`config.mk`:
```
export PLATFORM = sky130hd
export DESIGN_NAME = pattern_010_tx
export DESIGN_NICKNAME = d
export VERILOG_FILES = /design/src/rtl/pattern_010_tx.sv
export SDC_FILE = /design/constraint.sdc
export NUM_CORES = 1
export LEC_CHECK = 0
export ABC_CLOCK_PERIOD_IN_PS = 2560
export CAP_MARGIN = 20
export CORE_MARGIN = 2
export CORE_UTILIZATION = 53
export DETAILED_ROUTE_END_ITERATION = 10
export PLACE_DENSITY = 0.84
export SYNTH_ARGS = -nofsm -noshare
export SYNTH_HDL_FRONTEND = slang
export SYNTH_SLANG_ARGS = --single-unit
```
`constraint.sdc`:
```
create_clock -name clk -period 2.56 [get_ports clk]
set_input_delay 0.256 -clock clk [delete_from_list [all_inputs] [get_ports clk]]
set_output_delay 0.256 -clock clk [all_outputs]
set_load 0.01 [all_outputs]
```
`src/rtl/pattern_010_tx.sv`:
```
`default_nettype none
// ============================================================================
// Module   : pattern_010_tx
// Purpose  : Frames a payload byte onto a serial line that feeds a 010
//            pattern detector. Frame layout, one cycle per symbol:
//              PRE0(0) PRE1(1) PRE2(0) DATA x8 (MSB first) [PAR] STOP(1)
//            The line idles high. Frames can run back-to-back, because a
//            byte may be accepted in the STOP cycle.
// Ports    : clk         - clock, rising edge
//            rst         - synchronous active-high reset
//            data_in     - payload byte
//            valid_in    - data_in holds a byte to send
//            ready_out   - a byte is accepted this cycle (IDLE or STOP)
//            x           - registered serial line, idles high
//            busy        - a frame is in progress (state != IDLE)
//            frame_count - completed frames, saturates at 1023
// Config   : define PATTERN_010_TX_PARITY_EN to add an even-parity bit
//            (PAR state). This makes a 13-cycle frame instead of 12.
// Revision : 1.0 - initial release
// ============================================================================
module pattern_010_tx (
    input  logic       clk,
    input  logic       rst,
    input  logic [7:0] data_in,
    input  logic       valid_in,
    output logic       ready_out,
    output logic       x,
    output logic       busy,
    output logic [9:0] frame_count
);

    localparam logic [9:0] c_FC_MAX  = 10'd1023;
    localparam logic [2:0] c_BIT_LAST = 3'd7;

    typedef enum logic [2:0] {
        S_IDLE = 3'd0,
        S_PRE0 = 3'd1,
        S_PRE1 = 3'd2,
        S_PRE2 = 3'd3,
        S_DATA = 3'd4,
`ifdef PATTERN_010_TX_PARITY_EN
        S_PAR  = 3'd5,
`endif
        S_STOP = 3'd6
    } state_t;

    state_t     state_q, state_d;
    logic [7:0] shift_q, shift_d;
    logic [2:0] bit_cnt_q, bit_cnt_d;
    logic       x_q, x_d;
    logic [9:0] fc_q, fc_d;
`ifdef PATTERN_010_TX_PARITY_EN
    logic       parity_q, parity_d;
`endif

    logic w_accept;

    assign ready_out   = (state_q == S_IDLE) || (state_q == S_STOP);
    assign w_accept    = valid_in && ready_out;
    assign x           = x_q;
    assign busy        = (state_q != S_IDLE);
    assign frame_count = fc_q;

    always_comb begin
        state_d   = state_q;
        shift_d   = shift_q;
        bit_cnt_d = bit_cnt_q;
`ifdef PATTERN_010_TX_PARITY_EN
        parity_d  = parity_q;
`endif

        case (state_q)
            S_IDLE, S_STOP: begin
                if (w_accept) begin
                    state_d   = S_PRE0;
                    shift_d   = data_in;
                    bit_cnt_d = 3'd0;
`ifdef PATTERN_010_TX_PARITY_EN
                    parity_d  = ^data_in;
`endif
                end else begin
                    state_d = S_IDLE;
                end
            end
            S_PRE0: state_d = S_PRE1;
            S_PRE1: state_d = S_PRE2;
            S_PRE2: state_d = S_DATA;
            S_DATA: begin
                if (bit_cnt_q == c_BIT_LAST) begin
                    bit_cnt_d = 3'd0;
`ifdef PATTERN_010_TX_PARITY_EN
                    state_d   = S_PAR;
`else
                    state_d   = S_STOP;
`endif
                end else begin
                    // Shift only while another data bit follows, so that
                    // shift_d[7] is always the bit for the next DATA cycle.
                    bit_cnt_d = bit_cnt_q + 3'd1;
                    shift_d   = {shift_q[6:0], 1'b0};
                end
            end
`ifdef PATTERN_010_TX_PARITY_EN
            S_PAR: state_d = S_STOP;
`endif
            default: state_d = S_IDLE;
        endcase
    end

    // The line level is decoded from the next state. This makes x a plain
    // flop that always matches the state currently held, with no input path.
    always_comb begin
        x_d = 1'b1;
        case (state_d)
            S_IDLE: x_d = 1'b1;
            S_PRE0: x_d = 1'b0;
            S_PRE1: x_d = 1'b1;
            S_PRE2: x_d = 1'b0;
            S_DATA: x_d = shift_d[7];
`ifdef PATTERN_010_TX_PARITY_EN
            S_PAR:  x_d = parity_d;
`endif
            S_STOP: x_d = 1'b1;
            default: x_d = 1'b1;
        endcase
    end

    always_comb begin
        fc_d = fc_q;
        if ((state_d == S_STOP) && (state_q != S_STOP) && (fc_q != c_FC_MAX)) begin
            fc_d = fc_q + 10'd1;
        end
    end

    always_ff @(posedge clk) begin
        if (rst) begin
            state_q   <= S_IDLE;
            shift_q   <= 8'd0;
            bit_cnt_q <= 3'd0;
            x_q       <= 1'b1;
            fc_q      <= 10'd0;
`ifdef PATTERN_010_TX_PARITY_EN
            parity_q  <= 1'b0;
`endif
        end else begin
            state_q   <= state_d;
            shift_q   <= shift_d;
            bit_cnt_q <= bit_cnt_d;
            x_q       <= x_d;
            fc_q      <= fc_d;
`ifdef PATTERN_010_TX_PARITY_EN
            parity_q  <= parity_d;
`endif
        end
    end

endmodule
`default_nettype wire

```
==> results of run 1 <==
## stage by stage
step / utilization [%] / total power [mW] / setup WS, ns
after floorplan: - / 0.522 / 0.801
after global routing: 67.2 / 0.777 / 0.331
after detailed placement: 66.0 / 0.579 / 0.565
after CTS: 67.2 / 0.743 / 0.546
after global placement: 66.0 / 0.571 / 0.628
final: 67.2 / 0.741 / 0.535
## cells in the mapped netlist (all sizes together), types with 2 or more instances
cell type / n / share of area (%)
nand2: 7 / 2.2
dfxtp: 25 / 42
inv: 3 / 0.94
nand3: 5 / 2.1
or4: 4 / 2.5
mux2i: 2 / 1.7
buf: 4 / 2.7
a22oi: 7 / 4.4
clkbuf: 2 / 0.63
a21oi: 16 / 6.7
xor2: 2 / 1.5
nor2: 14 / 4.6
o31ai: 4 / 2.9
o21ai: 14 / 5.9
or3: 4 / 2.1
ha: 3 / 3.1
nor2b: 2 / 1.0
## how the worst min path moves through the flow
stage / startpoint / to / depth (start not counted)
after floorplan: rst / frame_count[9] / 1
after global placement: shift_q[3] / shift_q[3] / 2
after detailed placement: shift_q[4] / shift_q[4] / 2
after CTS: shift_q[4] / shift_q[4] / 2
after global routing: shift_q[6] / shift_q[6] / 2
final: shift_q[0] / shift_q[0] / 2
## layer usage
layer	track usage [%]	wire [um]	vias up
met5	0	0	-
met2	41.9	1360	22
met4	6.14	31	0
li1	-	-	549
met3	4.09	85	4
met1	27.2	1160	551
## flip-flops by register name (all words and copies together), names as in the netlist
register	cells
frame_count	10
shift_q	8
bit_cnt_q	3
state_q	3
x	1
## final cells by class
class / count / area (um2) / area share [%]
clock buffers: 4 / 26.3 / 1.80
inverters: 3 / 11.3 / 0.772
multi-input cells: 102 / 641 / 43.9
flip-flops and latches: 25 / 500 / 34.3
well taps: 28 / 35.0 / 2.40
repair buffers: 25 / 245 / 16.8
## cell families (layout without fill, tap and decap cells)
kind of cell	after synthesis	count (layout)	synth area share (%)
flip-flops	25	25	42.0
AND/OR/NAND/NOR	46	46	21.6
XOR/XNOR	3	3	2.20
AO/OA/AOI/OAI	47	47	24.1
adder cells (fa/ha/maj)	3	3	3.15
multiplexers	3	3	2.62
buffers and inverters	9	32	4.30
## placed cells by master (no fill, tap or decap), types with 2 or more instances in the layout
cell type / instances
a22oi_1: 7
clkbuf_4: 3
clkdlybuf4s50_1: 23
o21ai_0: 14
a21oi_1: 16
or3_1: 4
nor2b_1: 2
or4_1: 4
xor2_1: 2
inv_1: 3
o31ai_1: 3
ha_1: 3
nand2_1: 7
nand3_1: 5
buf_4: 2
dfxtp_1: 25
nor2_1: 13
mux2i_1: 2
## worst reg2reg max path, delay by kind of cell, from the launching register on
family,cells,cell delay [ns]
compound gates,3,1.18
flops,1,0.41
fa+ha+maj,1,0.24
simple gates,1,0.13
## where the power goes
group	leakage (nW)	total (mW)	switching (mW)	internal, mW
combinational	0.315	0.136	0.0647	0.0717
clock	0.0150	0.170	0.109	0.0607
sequential	0.203	0.434	0.0239	0.410
total	0.533	0.741	0.198	0.543
==> metrics.cfg, run 1 <==
[status]
status = completed

[place]
hpwl_um = 1910
port_buffers = 23
dpl_cell_area_um2 = 1430
dp_cells = 183
place_congestion = 0.786

[floorplan]
die_w_um = 51.4
fp.dieH_um = 51.4
ios = 24
start_util_pct = 55.0
row_count = 17
dieArea_um2 = 2650
coreArea_um2 = 2170

[critical_path]
worstPathMaxFanout = 15
slowest_stage = o31ai_2
ff2ff_setup_slack_ns = 0.54
crit_start = frame_count[0]
crit_cells = 5
critPathTopFamily = compound AO/OA/AOI/OAI gates
r2r-end = frame_count[4]
critical_path.endpoint = frame_count[4]
cp.required_ns = 2.80
worstReg2RegStart = frame_count[0]
slowest_delay_ns = 0.78
start_kind = flip-flop
cp_cell_sequence = ha_1, nand3_1, o31ai_2, o21ai_0, a21oi_1
crit_arrival_ns = 2.26
reg2reg_depth = 5
crit_type = flip-flop to flip-flop
crit_buf_inv = 0
end_kind = flip-flop

[logic_synthesis]
async_flop_share_pct = 0
yosys_warnings = 0
yosysUniqueCellTypes = 38
synth_area_um2 = 1190
synth_cells = 136
ys_seq_area_share_pct = 42.0
ys_seq_elements = 25
avgSynthCellArea_um2 = 8.77
synth-edff-count = 0
syn_nets = 150
synth_ff_type = dfxtp_1

[detailed_routing]
drt_iter0_markers = 28
drt_pass1_iterations = 4
avgRoutedWirePerCell_um = 14.1
drc = 0
drt-total-wl_um = 2640
vias_per_cell = 6.02
vias = 1126
final_antenna_net_count = 0

[sta]
hold_viol_final = 0
skew_ns = 0.00307
period_minus_slack_ns = 2.02
slew_violations = 0
fmax_ghz = 0.494
relSlewSlack_pct = 39.4
fin_setup_tns_ns = 0
worst_pin_slew_ns = 0.903
rsz0062_at_grt = no
whs_ns = 0.491
fin_crit_sh_pct = 79.1
setup_viol = 0

[clock_network]
cts_resized = 0
postCtsSetupBuffers = 0
clk_latency_ns = 0.30
numCtsBuffers = 3
htreeDepth = 1
ctsHoldBuffers = 0
clkSlewWorstSetupHoldPaths_ns = 0.13
cts_tree = yes
root_buffer = clkbuf_4
cts_sinks = 25
clk_path_buf_depth = 2

[cells_and_area]
fin_nets = 174
diodes = 0
final_cells = 187
area.growth.synth_to_final_pct = 22.4
stdcell_area_um2 = 1460
drive_gt1_share_pct = 6.92
fill_cells = 192

[global_route]
track_usage_pct = 22.9
overflow = 0
antenna_found_initial = 0
grt_max_degree = 18
first_global_vias = 1080
grt_pass1_wl_um = 4640

[flow_run]
max-cap-violations = 0

[power_and_ir_drop]
vdd_drop_max_mv = 0.313
p_leak_nw = 0.533
p_per_area_nw_per_um2 = 508

[min_path]
hp-class = flip-flop to flip-flop

Note: power is estimated with default switching activity, not from simulation.
==> run 2: changes to the inputs <==
==> config.mk (replaced) <==
export PLATFORM = sky130hd
export DESIGN_NAME = pattern_010_tx
export DESIGN_NICKNAME = d
export VERILOG_FILES = /design/src/rtl/pattern_010_tx.sv
export SDC_FILE = /design/constraint.sdc
export NUM_CORES = 1
export LEC_CHECK = 0
export ABC_CLOCK_PERIOD_IN_PS = 2000
export CAP_MARGIN = 20
export CORE_ASPECT_RATIO = 1.75
export CORE_MARGIN = 2
export CORE_UTILIZATION = 50
export DETAILED_ROUTE_END_ITERATION = 10
export PLACE_DENSITY = 0.8
export SYNTH_ARGS = -nofsm -noshare
export SYNTH_HDL_FRONTEND = slang
export SYNTH_SLANG_ARGS = --single-unit
==> constraint.sdc (replaced) <==
create_clock -name clk -period 2 [get_ports clk]
set_input_delay 0.2 -clock clk [delete_from_list [all_inputs] [get_ports clk]]
set_output_delay 0.2 -clock clk [all_outputs]
set_load 0.01 [all_outputs]
==> metrics.cfg, run 2 (synthesis results as in run 1) <==
[status]
status = completed  ; unchanged

[detailed_routing]
drc = 0  ; unchanged
vias_per_cell = 6.02  ; about the same
avgRoutedWirePerCell_um = 14.4  ; was 14.1 um
drt_iter0_markers = 27  ; was 28
final_antenna_net_count = 0  ; unchanged
drt-total-wl_um = 2730  ; was 2640 um
vias = 1143  ; was 1126
drt_pass1_iterations = 5  ; was 4

[min_path]
hp-class = flip-flop to flip-flop  ; unchanged

[power_and_ir_drop]
p_leak_nw = 0.572  ; was 0.533 nW
vdd_drop_max_mv = 0.507  ; was 0.313 mV
p_per_area_nw_per_um2 = 674  ; was 508 nW/um2

[floorplan]
coreArea_um2 = 2270  ; was 2170 um2
dieArea_um2 = 2810  ; was 2650 um2
ios = 24  ; unchanged
die_w_um = 40.9  ; was 51.4 um
start_util_pct = 52.4  ; was 55.0%
fp.dieH_um = 68.6  ; was 51.4 um
row_count = 23  ; was 17

[cells_and_area]
fin_nets = 180  ; was 174
drive_gt1_share_pct = 10.9  ; was 6.92%
largest_register_ffs = 10  ; unchanged
final_cell_mix = 24 x dfxtp_1, 23 x clkdlybuf4s50_1, 16 x a21oi_1, 14 x o21ai_0, 13 x nor2_1  ; was 25 x dfxtp_1, 23 x clkdlybuf4s50_1, 16 x a21oi_1, 14 x o21ai_0, 13 x nor2_1
final_common_cell = dfxtp_1  ; unchanged
fill_cells = 193  ; was 192
area.growth.synth_to_final_pct = 28.2  ; was 22.4%
diodes = 0  ; unchanged
stdcell_area_um2 = 1530  ; was 1460 um2

[clock_network]
ctsHoldBuffers = 0  ; unchanged
cts_sinks = 25  ; unchanged
numCtsBuffers = 3  ; unchanged
clk_path_buf_depth = 2  ; unchanged
htreeDepth = 1  ; unchanged
clkSlewWorstSetupHoldPaths_ns = 0.08  ; was 0.13 ns
root_buffer = clkbuf_8  ; was clkbuf_4
cts_tree = yes  ; unchanged
clk_latency_ns = 0.27  ; was 0.30 ns

[place]
place_congestion = 0.765  ; was 0.786
port_buffers = 23  ; unchanged
dpl_cell_area_um2 = 1460  ; was 1430 um2
hpwl_um = 2070  ; was 1910 um

[global_route]
grt_pass1_wl_um = 4480  ; was 4640 um
overflow = 0  ; unchanged
first_global_vias = 1107  ; was 1080
track_usage_pct = 22.8  ; was 22.9%
grt_max_degree = 22  ; was 18
antenna_found_initial = 0  ; unchanged

[critical_path]
end_kind = output port  ; was flip-flop
cp_cell_sequence = buf_4, xor2_1, nor2_1, clkdlybuf4s50_1  ; was ha_1, nand3_1, o31ai_2, o21ai_0, a21oi_1
slowest_delay_ns = 0.56  ; was 0.78 ns
slowest_stage = clkdlybuf4s50_1  ; was o31ai_2
crit_type = flip-flop to output port  ; was flip-flop to flip-flop
worstPathMaxFanout = 9  ; was 15
crit_buf_inv = 2  ; was 0
crit_arrival_ns = 1.66  ; was 2.26 ns
cp.required_ns = 1.80  ; was 2.80 ns
start_kind = flip-flop  ; unchanged
critPathTopFamily = buffers and inverters  ; was compound AO/OA/AOI/OAI gates

[sta]
relSlewSlack_pct = 71.8  ; was 39.4%
setup_viol = 0  ; unchanged
slew_violations = 0  ; unchanged
fin_setup_tns_ns = 0  ; unchanged
skew_ns = 0.00587  ; was 0.00307 ns
fmax_ghz = 0.536
whs_ns = 0.480  ; was 0.491 ns
hold_viol_final = 0  ; unchanged
rsz0062_at_grt = no  ; unchanged
worst_pin_slew_ns = 0.423  ; was 0.903 ns
fin_crit_sh_pct = 93.2
period_minus_slack_ns = 1.86

[flow_run]
max-cap-violations = 0  ; unchanged

run 2: metrics by stage:
stage	std cells	utilization [%]	total power, mW	setup slack (ns)
final	190	67.3	1.03	0.136
after global routing	190	67.3	1.08	0.0194
after CTS	188	66.5	1.04	0.0845
after detailed placement	184	64.2	0.750	0.0184
after global placement	184	64.2	0.741	0.117
after floorplan	136	-	0.668	0.241
run 2: timing repair:
item,4_1_cts,5_1_grt
resized for setup,1,1
pin swaps,0,0
buffers inserted,0,2
endpoints found under the setup margin,1,2
run 2: cell type report:
class	instances	area (um2)	area share, %
timing repair buffer	31	290	19.0
sequential	25	502	32.8
inverter	3	11.3	0.736
multi-input combinational	102	649	42.5
tap	25	31.3	2.05
clock buffer	4	45.0	2.95
run 2: path summary, 6_finish.rpt:
check,start,endpoint,slack [ns],cells after the start
max,state_q[2],ready_out,0.14,4
min reg2reg,shift_q[2],shift_q[2],0.48,2
max reg2reg,bit_cnt_q[0],frame_count[3],0.15,7
min,shift_q[2],shift_q[2],0.48,2
run 2: worst register-to-register path, stage by stage (launching register included):
cell,delay [ns]
dfxtp_1,0.36
ha_1,0.16
ha_1,0.15
and4bb_2,0.30
o31ai_4,0.14
buf_4,0.17
or3_1,0.36
a21oi_1,0.14
run 2: where the power goes:
group / leakage (nW) / internal [mW] / switching, mW
Clock: 0.0228 / 0.142 / 0.150
Combinational: 0.345 / 0.0983 / 0.0850
Sequential: 0.204 / 0.526 / 0.0287
Total: 0.572 / 0.766 / 0.264
run 2: layer usage:
metal,GRT usage (%),part of all wire (%),vias up
met2,41.6,57,21
met4,10.0,2.1,0
met1,23.0,38,555
met5,0,0,-
li1,-,-,561
met3,4.17,3.4,6
==> run 3: changes to the inputs <==
--- a/config.mk
+++ b/config.mk
@@ -8,7 +8,7 @@
 export ABC_CLOCK_PERIOD_IN_PS = 2000
 export CAP_MARGIN = 20
 export CORE_ASPECT_RATIO = 1.75
-export CORE_MARGIN = 2
+export CORE_MARGIN = 1
 export CORE_UTILIZATION = 50
 export DETAILED_ROUTE_END_ITERATION = 10
 export PLACE_DENSITY = 0.8
==> metrics.cfg, run 3 (synthesis results as in run 1) <==
[global_route]
track_usage_pct = 21.4  ; was 22.8%
grt_pass1_wl_um = 4060  ; was 4480 um
first_global_vias = 1023  ; was 1107
antenna_found_initial = 0  ; unchanged
grt_max_degree = 17  ; was 22
overflow = 0  ; unchanged

[clock_network]
root_buffer = clkbuf_8  ; unchanged
cts_tree = yes  ; unchanged
cts_sinks = 25  ; unchanged
clk_path_buf_depth = 2  ; unchanged
clk_latency_ns = 0.27  ; about the same
numCtsBuffers = 3  ; unchanged
clkSlewWorstSetupHoldPaths_ns = 0.09  ; was 0.08 ns
htreeDepth = 1  ; unchanged

[cells_and_area]
fill_cells = 204  ; was 193
drive_gt1_share_pct = 11.0  ; was 10.9%
largest_register_ffs = 10  ; unchanged
fin_nets = 179  ; was 180
final_common_cell = dfxtp_1  ; unchanged
final_cell_mix = 24 x dfxtp_1, 23 x clkdlybuf4s50_1, 16 x a21oi_1, 14 x o21ai_0, 13 x nor2_1  ; unchanged
area.growth.synth_to_final_pct = 27.9  ; was 28.2%
fin_util_pct = 67.1  ; was 67.3%
diodes = 0  ; unchanged

[status]
status = completed  ; unchanged

[power_and_ir_drop]
p_leak_nw = 0.567  ; was 0.572 nW
p_per_area_nw_per_um2 = 684  ; was 674 nW/um2
vdd_drop_max_mv = 0.500  ; was 0.507 mV

[sta]
fmax_ghz = 0.539  ; was 0.536 GHz
relSlewSlack_pct = 75.6  ; was 71.8%
hold_viol_final = 0  ; unchanged
slew_violations = 0  ; unchanged
fin_setup_tns_ns = 0  ; unchanged
fin_crit_sh_pct = 92.7  ; was 93.2%
rsz0062_at_grt = no  ; unchanged
setup_viol = 0  ; unchanged
skew_ns = 0.00305  ; was 0.00587 ns
whs_ns = 0.483  ; was 0.480 ns
worst_pin_slew_ns = 0.366  ; was 0.423 ns
period_minus_slack_ns = 1.85  ; was 1.86 ns

[detailed_routing]
avgRoutedWirePerCell_um = 13.2  ; was 14.4 um
vias_per_cell = 5.79  ; was 6.02
final_antenna_net_count = 0  ; unchanged
drc = 0  ; unchanged
drt-total-wl_um = 2500  ; was 2730 um
drt_pass1_iterations = 4  ; was 5
vias = 1094  ; was 1143
drt_iter0_markers = 27  ; unchanged

[min_path]
min_from = data_in[0]  ; was shift_q[2]
hp-class = input pin to flip-flop  ; was flip-flop to flip-flop

[critical_path]
crit_arrival_ns = 1.65  ; was 1.66 ns
cp.required_ns = 1.80  ; about the same
start_kind = flip-flop  ; unchanged
worstPathMaxFanout = 8  ; was 9
worstReg2RegStart = bit_cnt_q[0]  ; unchanged
crit_type = flip-flop to output port  ; unchanged
end_kind = output port  ; unchanged
crit_start = state_q[2]  ; unchanged

[flow_run]
max-cap-violations = 0  ; unchanged

[place]
port_buffers = 23  ; unchanged
place_congestion = 0.775  ; was 0.765
hpwl_um = 1850  ; was 2070 um

[floorplan]
fp.dieH_um = 66.6  ; was 68.6 um
ios = 24  ; unchanged
die_w_um = 38.9  ; was 40.9 um
coreArea_um2 = 2270  ; unchanged
start_util_pct = 52.4  ; unchanged
row_count = 23  ; unchanged
dieArea_um2 = 2590  ; was 2810 um2

run 3: changes by cell type in the layout (fill, tap and decap cells not counted), sizes merged:
cell	delta
buf	-1
clkbuf	-1
clkinvlp	+1
run 3: repair_timing:
action                                  CTS  global route
resized for setup                         0             2
hold buffers                              0             0
setup buffers                             0             0
endpoints found under the setup margin    0             3
run 3: final timing paths:
path	end	slack, ns	cells after the start
max	ready_out	0.15	4
min reg2reg	shift_q[0]	0.48	2
max reg2reg	frame_count[9]	0.17	6
min	shift_q[0]	0.48	3
run 3: per-stage QoR:
| step | cells | power [mW] | setup slack [ns] | instance area [um2] |
|---|---|---|---|---|
| 3_3_place_gp | 185 | 0.740 | 0.215 | 1470 |
| 5_1_grt | 189 | 1.09 | 0.0648 | 1530 |
| 3_5_place_dp | 185 | 0.747 | 0.156 | 1470 |
| 2_1_floorplan | 136 | 0.668 | 0.241 | 1190 |
| 6_report | 189 | 1.04 | 0.146 | 1530 |
| 4_1_cts | 189 | 1.05 | 0.0974 | 1520 |
run 3: area by class of cell:
type                       count  area (um2)  area share (%)
multi-input combinational    102         649            42.6
sequential                    25         502            32.9
timing repair buffer          30         283            18.5
clock buffer                   3        41.3            2.71
tap                           25        31.3            2.05
inverter                       3        11.3           0.738
clock inverter                 1        7.51           0.492
run 3: report_power, final:
| part | leakage, nW | total, mW | internal, mW | switching [mW] |
|---|---|---|---|---|
| sequential | 0.204 | 0.554 | 0.526 | 0.0287 |
| clock | 0.0217 | 0.307 | 0.141 | 0.166 |
| combinational | 0.341 | 0.181 | 0.0983 | 0.0830 |
| total | 0.567 | 1.04 | 0.765 | 0.277 |
run 3: critical path, stage by stage, from the launching register on:
cell	delay [ns]
dfxtp_1	0.35
buf_4	0.17
xor2_1	0.17
nor2_1	0.14
clkdlybuf4s50_1	0.55
run 3: routing by layer:
metal	up-vias	share of wire, %	track usage, %
met2	14	54	41.7
met4	0	1.6	9.05
li1	559	-	-
met3	4	2.0	1.00
met5	-	0	0
met1	517	42	21.5
